--- config.mk ---
export PLATFORM = sky130hd
export DESIGN_NAME = pipo_univ_shift
export DESIGN_NICKNAME = d
export VERILOG_FILES = /design/src/rtl/pipo_univ_shift.sv
export SDC_FILE = /design/constraint.sdc
export NUM_CORES = 1
export LEC_CHECK = 0
export ABC_AREA = 1
export BUFFER_PORTS_ARGS = -buffer_cell sky130_fd_sc_hd__buf_2
export CORE_AREA = 2 2 39 41
export CTS_CLUSTER_SIZE = 28
export DETAILED_ROUTE_END_ITERATION = 10
export DIE_AREA = 0 0 41 43
export PLACE_DENSITY = 0.7
export SYNTH_ARGS = -nofsm -noshare
export SYNTH_HDL_FRONTEND = slang
export SYNTH_SLANG_ARGS = --single-unit
--- constraint.sdc ---
create_clock -name clk -period 2.7 [get_ports clk]
set_clock_uncertainty 0.05 [all_clocks]
set_input_delay 0.405 -clock clk [delete_from_list [all_inputs] [get_ports clk]]
set_output_delay 0.405 -clock clk [all_outputs]
set_load 0.05 [all_outputs]
--- src/rtl/pipo_univ_shift.sv ---
`default_nettype none
// ============================================================================
//  Module      : pipo_univ_shift
//  Description : WIDTH-bit universal register. Supports hold, parallel load,
//                serial shift left/right, rotate left/right and synchronous
//                clear. A shift counter tracks consecutive same-direction
//                shifts and pulses word_done when a full WIDTH-bit serial word
//                has passed, for serial<->parallel conversion.
//  Ports       : clk        rising-edge clock
//                rst_       asynchronous active-high reset
//                en         cycle enable (0 -> state held, word_done low)
//                mode[2:0]  000 HOLD, 001 LOAD, 010 SHL, 011 SHR,
//                           100 ROL, 101 ROR, 110 CLR, 111 reserved (HOLD)
//                d_in       parallel load data
//                s_in       serial input bit
//                q_out      register contents
//                s_out      registered bit shifted out by the last SHL/SHR
//                shift_cnt  consecutive same-direction shifts mod WIDTH
//                word_done  one-cycle pulse when the count wraps to 0
//  Revision    : 1.0  initial release
// ============================================================================
module pipo_univ_shift #(
    parameter int               WIDTH     = 4,
    parameter logic [WIDTH-1:0] RESET_VAL = '0
) (
    input  logic                     clk,
    input  logic                     rst_,
    input  logic                     en,
    input  logic [2:0]               mode,
    input  logic [WIDTH-1:0]         d_in,
    input  logic                     s_in,
    output logic [WIDTH-1:0]         q_out,
    output logic                     s_out,
    output logic [$clog2(WIDTH)-1:0] shift_cnt,
    output logic                     word_done
);

    localparam int CW = $clog2(WIDTH);

    localparam logic [2:0] c_MODE_HOLD = 3'b000;
    localparam logic [2:0] c_MODE_LOAD = 3'b001;
    localparam logic [2:0] c_MODE_SHL  = 3'b010;
    localparam logic [2:0] c_MODE_SHR  = 3'b011;
    localparam logic [2:0] c_MODE_ROL  = 3'b100;
    localparam logic [2:0] c_MODE_ROR  = 3'b101;
    localparam logic [2:0] c_MODE_CLR  = 3'b110;

    localparam logic          c_DIR_LEFT  = 1'b0;
    localparam logic          c_DIR_RIGHT = 1'b1;
    localparam logic [CW-1:0] c_CNT_MAX   = CW'(WIDTH - 1);
    localparam logic [CW-1:0] c_CNT_ONE   = CW'(1);

    logic [WIDTH-1:0] r_data_q, w_data_d;
    logic             r_sout_q, w_sout_d;
    logic [CW-1:0]    r_cnt_q,  w_cnt_d;
    logic             r_dir_q,  w_dir_d;
    logic             r_done_q, w_done_d;

    logic             w_is_shift;
    logic             w_shift_dir;

    always_comb begin
        w_data_d    = r_data_q;
        w_sout_d    = r_sout_q;
        w_cnt_d     = r_cnt_q;
        w_dir_d     = r_dir_q;
        w_done_d    = 1'b0;
        w_is_shift  = 1'b0;
        w_shift_dir = c_DIR_LEFT;

        if (en) begin
            case (mode)
                c_MODE_LOAD: begin
                    w_data_d = d_in;
                    w_cnt_d  = '0;
                end
                c_MODE_SHL: begin
                    w_data_d    = {r_data_q[WIDTH-2:0], s_in};
                    w_sout_d    = r_data_q[WIDTH-1];
                    w_is_shift  = 1'b1;
                    w_shift_dir = c_DIR_LEFT;
                end
                c_MODE_SHR: begin
                    w_data_d    = {s_in, r_data_q[WIDTH-1:1]};
                    w_sout_d    = r_data_q[0];
                    w_is_shift  = 1'b1;
                    w_shift_dir = c_DIR_RIGHT;
                end
                c_MODE_ROL: w_data_d = {r_data_q[WIDTH-2:0], r_data_q[WIDTH-1]};
                c_MODE_ROR: w_data_d = {r_data_q[0], r_data_q[WIDTH-1:1]};
                c_MODE_CLR: begin
                    w_data_d = RESET_VAL;
                    w_cnt_d  = '0;
                end
                // HOLD and the reserved code leave everything as is.
                default: ;
            endcase

            if (w_is_shift) begin
                if (w_shift_dir != r_dir_q) begin
                    // A reversal starts a new word; this shift is its first bit.
                    w_cnt_d = c_CNT_ONE;
                    w_dir_d = w_shift_dir;
                end else if (r_cnt_q == c_CNT_MAX) begin
                    w_cnt_d  = '0;
                    w_done_d = 1'b1;
                end else begin
                    w_cnt_d = r_cnt_q + c_CNT_ONE;
                end
            end
        end
    end

    always_ff @(posedge clk or posedge rst_) begin
        if (rst_) begin
            r_data_q <= RESET_VAL;
            r_sout_q <= 1'b0;
            r_cnt_q  <= '0;
            r_dir_q  <= c_DIR_LEFT;
            r_done_q <= 1'b0;
        end else begin
            r_data_q <= w_data_d;
            r_sout_q <= w_sout_d;
            r_cnt_q  <= w_cnt_d;
            r_dir_q  <= w_dir_d;
            r_done_q <= w_done_d;
        end
    end

    assign q_out     = r_data_q;
    assign s_out     = r_sout_q;
    assign shift_cnt = r_cnt_q;
    assign word_done = r_done_q;

endmodule
`default_nettype wire

Word level (Yosys, flattened, before mapping)
Index checks and enable logic that the tools add are counted.

Flip-flop bits (word level): 9. Word-level logic and storage cells: 37. Input port bits: 11.

Add/subtract/negate cells: 1. Equality and inequality tests: 8. Reductions and logical operators: 9. Muxes and demuxes: 14.

Operators with widths (number): 4-bit case mux with 6 select lines (1); 3-bit equality test (second input constant) (3); 1-bit two-way mux (8); 2-bit two-way mux (4); 3-bit by 2-bit equality test with 1-bit output (second input constant) (2); 2-bit AND reduction (3); 6-bit nonzero test (1); 2-bit nonzero test (2); 2-bit OR reduction (2); 3-bit by 1-bit equality test with 1-bit output (second input constant) (1); 3-bit AND reduction (1); 2-bit by 1-bit adder with 2-bit output (second input constant) (1); 2-bit equality test (second input constant) (1); 1-bit case mux with 2 select lines (1); 1-bit inequality test (1).

Logic depth before layout (Yosys ltp)
Gate-level depths: netlist (run 1).

Word-level depth: 7. Gate-level depth with buffers: 9. Depth with buffers taken out: 8.

Worst setup path after synthesis (run 1)
OpenSTA, ideal clock, no wires.

Kind: register to register. Start: register r_cnt_q[0] (netlist: shift_cnt[0]). End: register r_cnt_q[0] (netlist: shift_cnt[0]). Path slack: 1.425 ns. Cell stages (with the launch flop): 5. Data arrival time: 1.104 ns. Required time: 2.530 ns. Path buffers: 0. Cells stage by stage: dfrtp_1 > ha_1 > nor2_1 > o21ai_1 > nand2_1.

Cells in the longest elaborated chain, start to end: 4. Elaborated cells on any way between the ends: 5.

Ends and longest elaborated chain: start: declaration (RTL line 55) `logic [CW-1:0] r_cnt_q, w_cnt_d;`; start signal: assignment (RTL line 124) `r_cnt_q <= w_cnt_d;`; 2-bit by 1-bit adder with 2-bit output / 2-bit equality test (equally long branches) (RTL line 108, 104); 2-bit two-way mux * (RTL line 104) `end else if (r_cnt_q == c_CNT_MAX) begin`; 2-bit two-way mux * (RTL line 100) `if (w_shift_dir != r_dir_q) begin`; 2-bit two-way mux * (RTL line 99) `if (w_is_shift) begin`.

Every way passes the cells marked *; elsewhere a longest branch is shown, timed or not. A chain may end at the register's enable or synchronous reset.

Final worst setup path (run 1)
Start: register r_data_q[0] (netlist: q_out[0]). End: output port q_out[0].

RTL lines: start: declaration (RTL line 53) `logic [WIDTH-1:0] r_data_q, w_data_d;`; start signal: assignment (RTL line 122) `r_data_q <= w_data_d;`; end: declaration (RTL line 32) `output logic [WIDTH-1:0] q_out,`.

No word-level cell between the ends.

==> results of run 1 <==
[metal layers]
| metal | routed length, um | vias to the layer above | part of all wire (%) |
|---|---|---|---|
| met5 | 0 | - | 0 |
| met4 | 11 | 0 | 0.82 |
| met3 | 54 | 2 | 4.0 |
| met2 | 676 | 12 | 50 |
| met1 | 607 | 295 | 45 |
| li1 | - | 322 | - |
[cell families (layout without fill, tap and decap cells)]
family	Yosys count	in the layout	synth area share, %
compound gates	8	8	7.03
xor+xnor	1	1	1.41
fa+ha+maj	1	1	2.01
buf+inv	10	30	8.43
flops	9	9	36.1
simple gates	61	61	45.0
[state kept, by name, indices dropped and copies added, names as in the netlist]
signal     cells
shift_cnt      2
r_dir_q        1
s_out          1
word_done      1
q_out          4
[per-stage QoR]
| stage | cell area, sq um | hold slack, ps | total power, uW | setup slack [ps] | cells |
|---|---|---|---|---|---|
| after floorplan | 623 | 183 | 307 | 1430 | 90 |
| after global placement | 711 | 338 | 347 | 1370 | 122 |
| after detailed placement | 711 | 346 | 349 | 1350 | 122 |
| after CTS | 737 | 60.5 | 456 | 1260 | 126 |
| after global routing | 737 | 75.2 | 485 | 1220 | 126 |
| final | 737 | 61.4 | 451 | 1270 | 126 |
[synthesized netlist by cell type]
library cell | n | area, sq um
a21oi_1 | 2 | 10.0
buf_6 | 2 | 22.5
clkinv_1 | 1 | 3.75
dfrtp_1 | 9 | 225
ha_1 | 1 | 12.5
inv_1 | 4 | 15.0
inv_2 | 3 | 11.3
nand2_1 | 30 | 113
nand2_2 | 6 | 37.5
nand2_4 | 1 | 11.3
nand3_1 | 7 | 35.0
nand3_2 | 1 | 10.0
nand3b_1 | 1 | 7.51
nand4_1 | 1 | 6.26
nor2_1 | 13 | 48.8
nor2_4 | 1 | 11.3
o21ai_0 | 1 | 5.00
o21ai_1 | 4 | 20.0
o21ai_2 | 1 | 8.76
xor2_1 | 1 | 8.76
[final cells by class]
type / instances / area share [%]
multi-input combinational: 71 / 46.9
timing repair buffer: 18 / 12.2
sequential: 9 / 30.6
tap: 16 / 2.72
clock buffer: 4 / 3.57
inverter: 8 / 4.07
[report_power, final]
| part | switching, uW | total [uW] | internal, uW |
|---|---|---|---|
| registers | 20.3 | 176 | 155 |
| logic | 124 | 169 | 44.8 |
| clock network | 49.1 | 106 | 57.0 |
| total | 194 | 451 | 257 |
[path summary, 6_finish.rpt]
check | end | slack [ps] | start
max | q_out[0] | 1270 | q_out[0]$_DFFE_PP0P_
min | s_out$_DFFE_PP0P_ | 60 | rst_
max reg2reg | shift_cnt[1]$_DFFE_PP0P_ | 1710 | shift_cnt[0]$_DFFE_PP0P_
min reg2reg | s_out$_DFFE_PP0P_ | 430 | s_out$_DFFE_PP0P_
max in group asynchronous | word_done$_DFF_PP0_ | 2260 | rst_
min in group clk | q_out[2]$_DFFE_PP0P_ | 430 | d_in[2]
==> impl_metrics.prom, run 1 <==
# TYPE chip_impl_metric gauge
chip_impl_metric{name="worst-path-max-fanout",unit=""} 5
chip_impl_metric{name="grt.total_usage",unit="%"} 18.5
chip_impl_metric{name="grt_use_met1",unit="%"} 20.3
chip_impl_info{name="most-common-layout-cells",value="30 x nand2_1, 18 x buf_2, 13 x nor2_1"} 1
chip_impl_metric{name="timing.reg2reg.worst_path_depth",unit=""} 3
chip_impl_metric{name="ios",unit=""} 19
chip_impl_metric{name="drt-pass1-iter-count",unit=""} 4
chip_impl_metric{name="die_area",unit="sq mm"} 0.00176
chip_impl_metric{name="leakage",unit="uW"} 0.000411
chip_impl_metric{name="grt_util_met3",unit="%"} 6.28
chip_impl_metric{name="worst_pin_slew",unit="ps"} 389
chip_impl_metric{name="layout_min_cycle_time",unit="ps"} 1430
chip_impl_metric{name="dr_total_vias",unit=""} 631
chip_impl_info{name="holdCritPathClass",value="input pin to async pin"} 1
chip_impl_metric{name="synth_warnings",unit=""} 0
chip_impl_metric{name="antenna_found_initial",unit=""} 0
chip_impl_metric{name="cts_resized",unit=""} 0
chip_impl_metric{name="vias_in_the_first_global_route",unit=""} 517
chip_impl_metric{name="avgSynthCellArea",unit="sq um"} 6.92
chip_impl_metric{name="die_w",unit="um"} 41
chip_impl_metric{name="filler_cell_count",unit=""} 141
chip_impl_metric{name="synth.yosys.seq_area_share",unit="%"} 36.1
chip_impl_metric{name="area.sequential",unit="sq um"} 225
chip_impl_metric{name="max_cap_violation_count",unit=""} 0
chip_impl_metric{name="multi_input_comb_area",unit="sq um"} 345
chip_impl_metric{name="worst_path_largest_cell_delay",unit="ps"} 430
chip_impl_info{name="clk_root_buffer_cell",value="clkbuf_4"} 1
chip_impl_info{name="slowest_stage",value="dfrtp_1"} 1
chip_impl_metric{name="crit_cells",unit=""} 1
chip_impl_metric{name="worst_ep_required_time",unit="ps"} 2250
chip_impl_metric{name="fp-row-count",unit=""} 14
chip_impl_metric{name="final_net_count",unit=""} 123
chip_impl_metric{name="diodes",unit=""} 0
chip_impl_metric{name="yosys_register_bits",unit=""} 9
chip_impl_info{name="layout_commonest_cell",value="nand2_1"} 1
chip_impl_metric{name="floorplan.die.height",unit="um"} 43
chip_impl_info{name="cp_cell_sequence",value="buf_2"} 1
chip_impl_info{name="setup.worst_path.end_class",value="primary output"} 1
chip_impl_metric{name="largest_net_degree_at_the_start_of_global_routing",unit=""} 11
chip_impl_metric{name="post_drt_via_cell_ratio",unit=""} 5.01
chip_impl_metric{name="detailedPlacementHpwl",unit="um"} 1020
chip_impl_metric{name="max-vdd-ir-drop",unit="mV"} 0.300
chip_impl_info{name="grt.busiest_layer",value="met2"} 1
chip_impl_metric{name="grt_pass1_wl",unit="um"} 2140
chip_impl_info{name="critical_path.startpoint_type",value="register"} 1
chip_impl_metric{name="drc_violations_left",unit=""} 0
chip_impl_info{name="run_status",value="completed"} 1
chip_impl_metric{name="syn2layout_area_growth",unit="%"} 18.3
chip_impl_metric{name="critPathBufInv",unit=""} 1
chip_impl_info{name="clock_tree_from_tritoncts",value="yes"} 1
chip_impl_metric{name="global_route.usage.met2",unit="%"} 29.4
chip_impl_metric{name="route.final.wire_length",unit="um"} 1350
chip_impl_metric{name="finalSetupViolCount",unit=""} 0
chip_impl_metric{name="synth_nets",unit=""} 102
chip_impl_info{name="critical-path-top-delay-family",value="flip-flops"} 1
chip_impl_metric{name="wl_per_cell",unit="um"} 10.7
chip_impl_metric{name="syn_inst",unit=""} 90
chip_impl_metric{name="clock_tree.htree_level_count",unit=""} 1
chip_impl_metric{name="port_buffers",unit=""} 18
chip_impl_metric{name="global_route.overflow_total",unit=""} 0
chip_impl_metric{name="cts_hold_repair.buffers",unit=""} 0
chip_impl_metric{name="number_of_buffers_created_by_cts",unit=""} 3
chip_impl_metric{name="cts_post_setup_buffers_inserted",unit=""} 0
chip_impl_metric{name="drt_first_iter_violations",unit=""} 22
chip_impl_metric{name="slew_headroom",unit="%"} 74.0
chip_impl_metric{name="fmax",unit="GHz"} 0.699
chip_impl_metric{name="drt.antenna.violating_nets",unit=""} 0
chip_impl_info{name="grt_setup_unrepaired",value="false"} 1
chip_impl_metric{name="initial_core_util",unit="%"} 45.0
chip_impl_metric{name="drv_slew",unit=""} 0
chip_impl_metric{name="post_route_cells_drive_above_1_share",unit="%"} 30.9
chip_impl_metric{name="area_of_the_core",unit="sq mm"} 0.00138
chip_impl_metric{name="clk_pin_slew",unit="ps"} 70
chip_impl_metric{name="cts_buffer_depth",unit=""} 2
chip_impl_metric{name="timing.critical_path.arrival",unit="ps"} 980
chip_impl_metric{name="timing.final.hold_violations",unit=""} 0
chip_impl_info{name="criticalPathCategory",value="register to primary output"} 1
chip_impl_metric{name="syn_area",unit="sq um"} 623
chip_impl_metric{name="post_synth_num_cell_types",unit=""} 20
chip_impl_metric{name="fin_crit_sh",unit="%"} 53.0
chip_impl_metric{name="tritoncts_num_sinks",unit=""} 9
chip_impl_metric{name="p_per_area",unit="mW/mm^2"} 612
chip_impl_metric{name="clock_latency",unit="ps"} 260
chip_impl_metric{name="routabilityCongestion",unit=""} 0.866
chip_impl_metric{name="setup_total_negative_slack",unit="ps"} 0
chip_impl_metric{name="post-route-util",unit="%"} 53.3
(Power assumes the default switching activity.)
==> run 2, diff against run 1 <==
Settings changed: CORE_AREA 2 2 39 41 to default, CORE_MARGIN from default to 2, CORE_UTILIZATION from default to 48, DIE_AREA 0 0 41 43 to default, PLACE_DENSITY 0.7 to 0.71.
Clock period 2.7 ns to 1.4 ns, I/O delays scaled along.
==> impl_metrics.prom, run 2 (synthesis results as in run 1) <==
# TYPE chip_impl_metric gauge
chip_impl_metric{name="cts_post_setup_buffers_inserted",unit=""} 0
chip_impl_metric{name="die_area",unit="sq mm"} 0.00160
chip_impl_metric{name="power.share.clock",unit="%"} 23.2
chip_impl_metric{name="area_of_the_core",unit="sq mm"} 0.00116
chip_impl_metric{name="fmax",unit="GHz"} 0.808
chip_impl_metric{name="timing.reg2reg.worst_path_depth",unit=""} 3
chip_impl_metric{name="number_of_buffers_created_by_cts",unit=""} 3
chip_impl_info{name="regToRegEndpoint",value="shift_cnt[1]$_DFFE_PP0P_"} 1
chip_impl_metric{name="dp_slack",unit="ps"} 238
chip_impl_metric{name="crit_cells",unit=""} 1
chip_impl_metric{name="largest_reg_flops",unit=""} 4
chip_impl_metric{name="drv_slew",unit=""} 0
chip_impl_metric{name="diodes",unit=""} 0
chip_impl_metric{name="vias_in_the_first_global_route",unit=""} 545
chip_impl_info{name="crit-reg2reg-launch",value="shift_cnt[0]$_DFFE_PP0P_"} 1
chip_impl_metric{name="p_sw_share",unit="%"} 42.9
chip_impl_metric{name="detailedPlacementHpwl",unit="um"} 1020
chip_impl_metric{name="drt.antenna.violating_nets",unit=""} 0
chip_impl_metric{name="stdcell_count",unit=""} 125
chip_impl_metric{name="cts_hold_repair.buffers",unit=""} 1
chip_impl_metric{name="p_seq_share",unit="%"} 39.0
chip_impl_info{name="criticalPathCategory",value="register to primary output"} 1
chip_impl_info{name="holdCritPathClass",value="input pin to register"} 1
chip_impl_metric{name="antenna_found_initial",unit=""} 0
chip_impl_info{name="clk_root_buffer_cell",value="clkbuf_4"} 1
chip_impl_metric{name="ios",unit=""} 19
chip_impl_metric{name="setup.reg_to_reg.worst_slack",unit="ps"} 380
chip_impl_metric{name="max_cap_violation_count",unit=""} 0
chip_impl_info{name="holdCritStartpoint",value="d_in[3]"} 1
chip_impl_info{name="slowest_stage",value="dfrtp_1"} 1
chip_impl_metric{name="drt_first_iter_violations",unit=""} 17
chip_impl_metric{name="die_w",unit="um"} 40.0
chip_impl_metric{name="layout_min_cycle_time",unit="ps"} 1240
chip_impl_metric{name="critPathBufInv",unit=""} 1
chip_impl_metric{name="slew_headroom",unit="%"} 76.1
chip_impl_metric{name="syn2layout_area_growth",unit="%"} 19.5
chip_impl_metric{name="net_load_switching_power",unit="uW"} 374
chip_impl_info{name="run_status",value="completed"} 1
chip_impl_info{name="critical_path.startpoint_type",value="register"} 1
chip_impl_metric{name="global_route.overflow_total",unit=""} 0
chip_impl_metric{name="largest_net_degree_at_the_start_of_global_routing",unit=""} 11
chip_impl_info{name="clock_tree_from_tritoncts",value="yes"} 1
chip_impl_metric{name="p_per_area",unit="mW/mm^2"} 1170
chip_impl_metric{name="max-vdd-ir-drop",unit="mV"} 0.617
chip_impl_metric{name="fin_crit_sh",unit="%"} 88.4
chip_impl_metric{name="floorplan.die.height",unit="um"} 40.0
chip_impl_info{name="layout_commonest_cell",value="nand2_1"} 1
chip_impl_metric{name="timing.final.hold_violations",unit=""} 0
chip_impl_metric{name="power_frac_comb",unit="%"} 37.7
chip_impl_metric{name="setup_slack",unit="ps"} 162
chip_impl_metric{name="numPlacedInstances",unit=""} 120
chip_impl_metric{name="drc_violations_left",unit=""} 0
chip_impl_info{name="worst_setup_startpoint",value="q_out[3]$_DFFE_PP0P_"} 1
chip_impl_metric{name="clk_pin_slew",unit="ps"} 70
chip_impl_metric{name="clock_latency",unit="ps"} 260
chip_impl_metric{name="cts_resized",unit=""} 0
chip_impl_metric{name="worst_pin_slew",unit="ps"} 359
chip_impl_metric{name="grt.total_usage",unit="%"} 20.4
chip_impl_metric{name="fp-row-count",unit=""} 12
chip_impl_metric{name="cts_buffer_depth",unit=""} 2
chip_impl_metric{name="timing.critical_path.arrival",unit="ps"} 980
chip_impl_metric{name="post-route-util",unit="%"} 64.4
chip_impl_info{name="setup.worst_path.end_class",value="primary output"} 1
chip_impl_metric{name="route.final.wire_length",unit="um"} 1340
chip_impl_metric{name="leakage",unit="uW"} 0.000416
chip_impl_metric{name="post_route_cells_drive_above_1_share",unit="%"} 30.6
chip_impl_metric{name="clock_tree.htree_level_count",unit=""} 1
chip_impl_metric{name="routabilityCongestion",unit=""} 0.848
chip_impl_info{name="grt_setup_unrepaired",value="false"} 1
chip_impl_metric{name="dr_total_vias",unit=""} 622
chip_impl_metric{name="wl_per_cell",unit="um"} 10.7
chip_impl_metric{name="grt_pass1_wl",unit="um"} 2170
chip_impl_metric{name="final_net_count",unit=""} 124
chip_impl_metric{name="tritoncts_num_sinks",unit=""} 9
chip_impl_metric{name="post_drt_via_cell_ratio",unit=""} 4.98
chip_impl_metric{name="worst_path_largest_cell_delay",unit="ps"} 420
chip_impl_metric{name="initial_core_util",unit="%"} 53.9
chip_impl_metric{name="port_buffers",unit=""} 18
chip_impl_info{name="cp_cell_sequence",value="buf_2"} 1
chip_impl_metric{name="cell_internal_pwr",unit="uW"} 498
chip_impl_metric{name="total_power",unit="uW"} 872
chip_impl_info{name="most-common-layout-cells",value="30 x nand2_1, 18 x buf_2, 13 x nor2_1"} 1
chip_impl_info{name="critical-path-top-delay-family",value="flip-flops"} 1
chip_impl_metric{name="worst-path-max-fanout",unit=""} 5
chip_impl_metric{name="finalSetupViolCount",unit=""} 0
chip_impl_metric{name="setup_total_negative_slack",unit="ps"} 0
chip_impl_metric{name="drt-pass1-iter-count",unit=""} 4
chip_impl_metric{name="worst_ep_required_time",unit="ps"} 1140
chip_impl_info{name="crit_path_end",value="q_out[3]"} 1
==> run 2: cell count changes in the layout (fill, tap and decap cells not counted), sizes merged <==
cell	delta
dlygate4sd3	+1
==> run 2: worst min path at each step <==
stage | to | cells after the start | slack [ps]
2_1_floorplan | q_out[0]$_DFFE_PP0P_ | 1 | -10
3_3_place_gp | s_out$_DFFE_PP0P_ | 2 | 130
3_5_place_dp | s_out$_DFFE_PP0P_ | 2 | 140
4_1_cts | q_out[3]$_DFFE_PP0P_ | 5 | 230
5_1_grt | q_out[1]$_DFFE_PP0P_ | 5 | 240
6_report | q_out[3]$_DFFE_PP0P_ | 5 | 220
==> run 2: area by class of cell <==
class                   instances  area (sq um)
repair buffers                 19           100
multi-input cells              71           345
inverters                       8          30.0
well taps                      14          17.5
clock buffers                   4          26.3
fillers                       112           412
flip-flops and latches          9           225
==> run 2: power groups by stage <==
stage	registers [uW]	logic, uW	clock network (uW)
final	340	329	203
after global routing	346	359	220
after CTS	340	331	204
after detailed placement	344	328	0
after global placement	342	324	0
after floorplan	461	131	0
==> run 2: per-stage QoR <==
stage	hold slack, ps	cell area (sq um)
2_1_floorplan	-12.1	623
3_3_place_gp	134	708
3_5_place_dp	139	708
4_1_cts	227	744
5_1_grt	243	744
6_report	223	744
==> run 2: per-layer routing <==
metal / wire [um] / GRT usage (%)
met2: 678 / 35.9
met5: 0 / 0
met1: 595 / 23.5
met3: 61 / 6.67
met4: 0 / 5.17
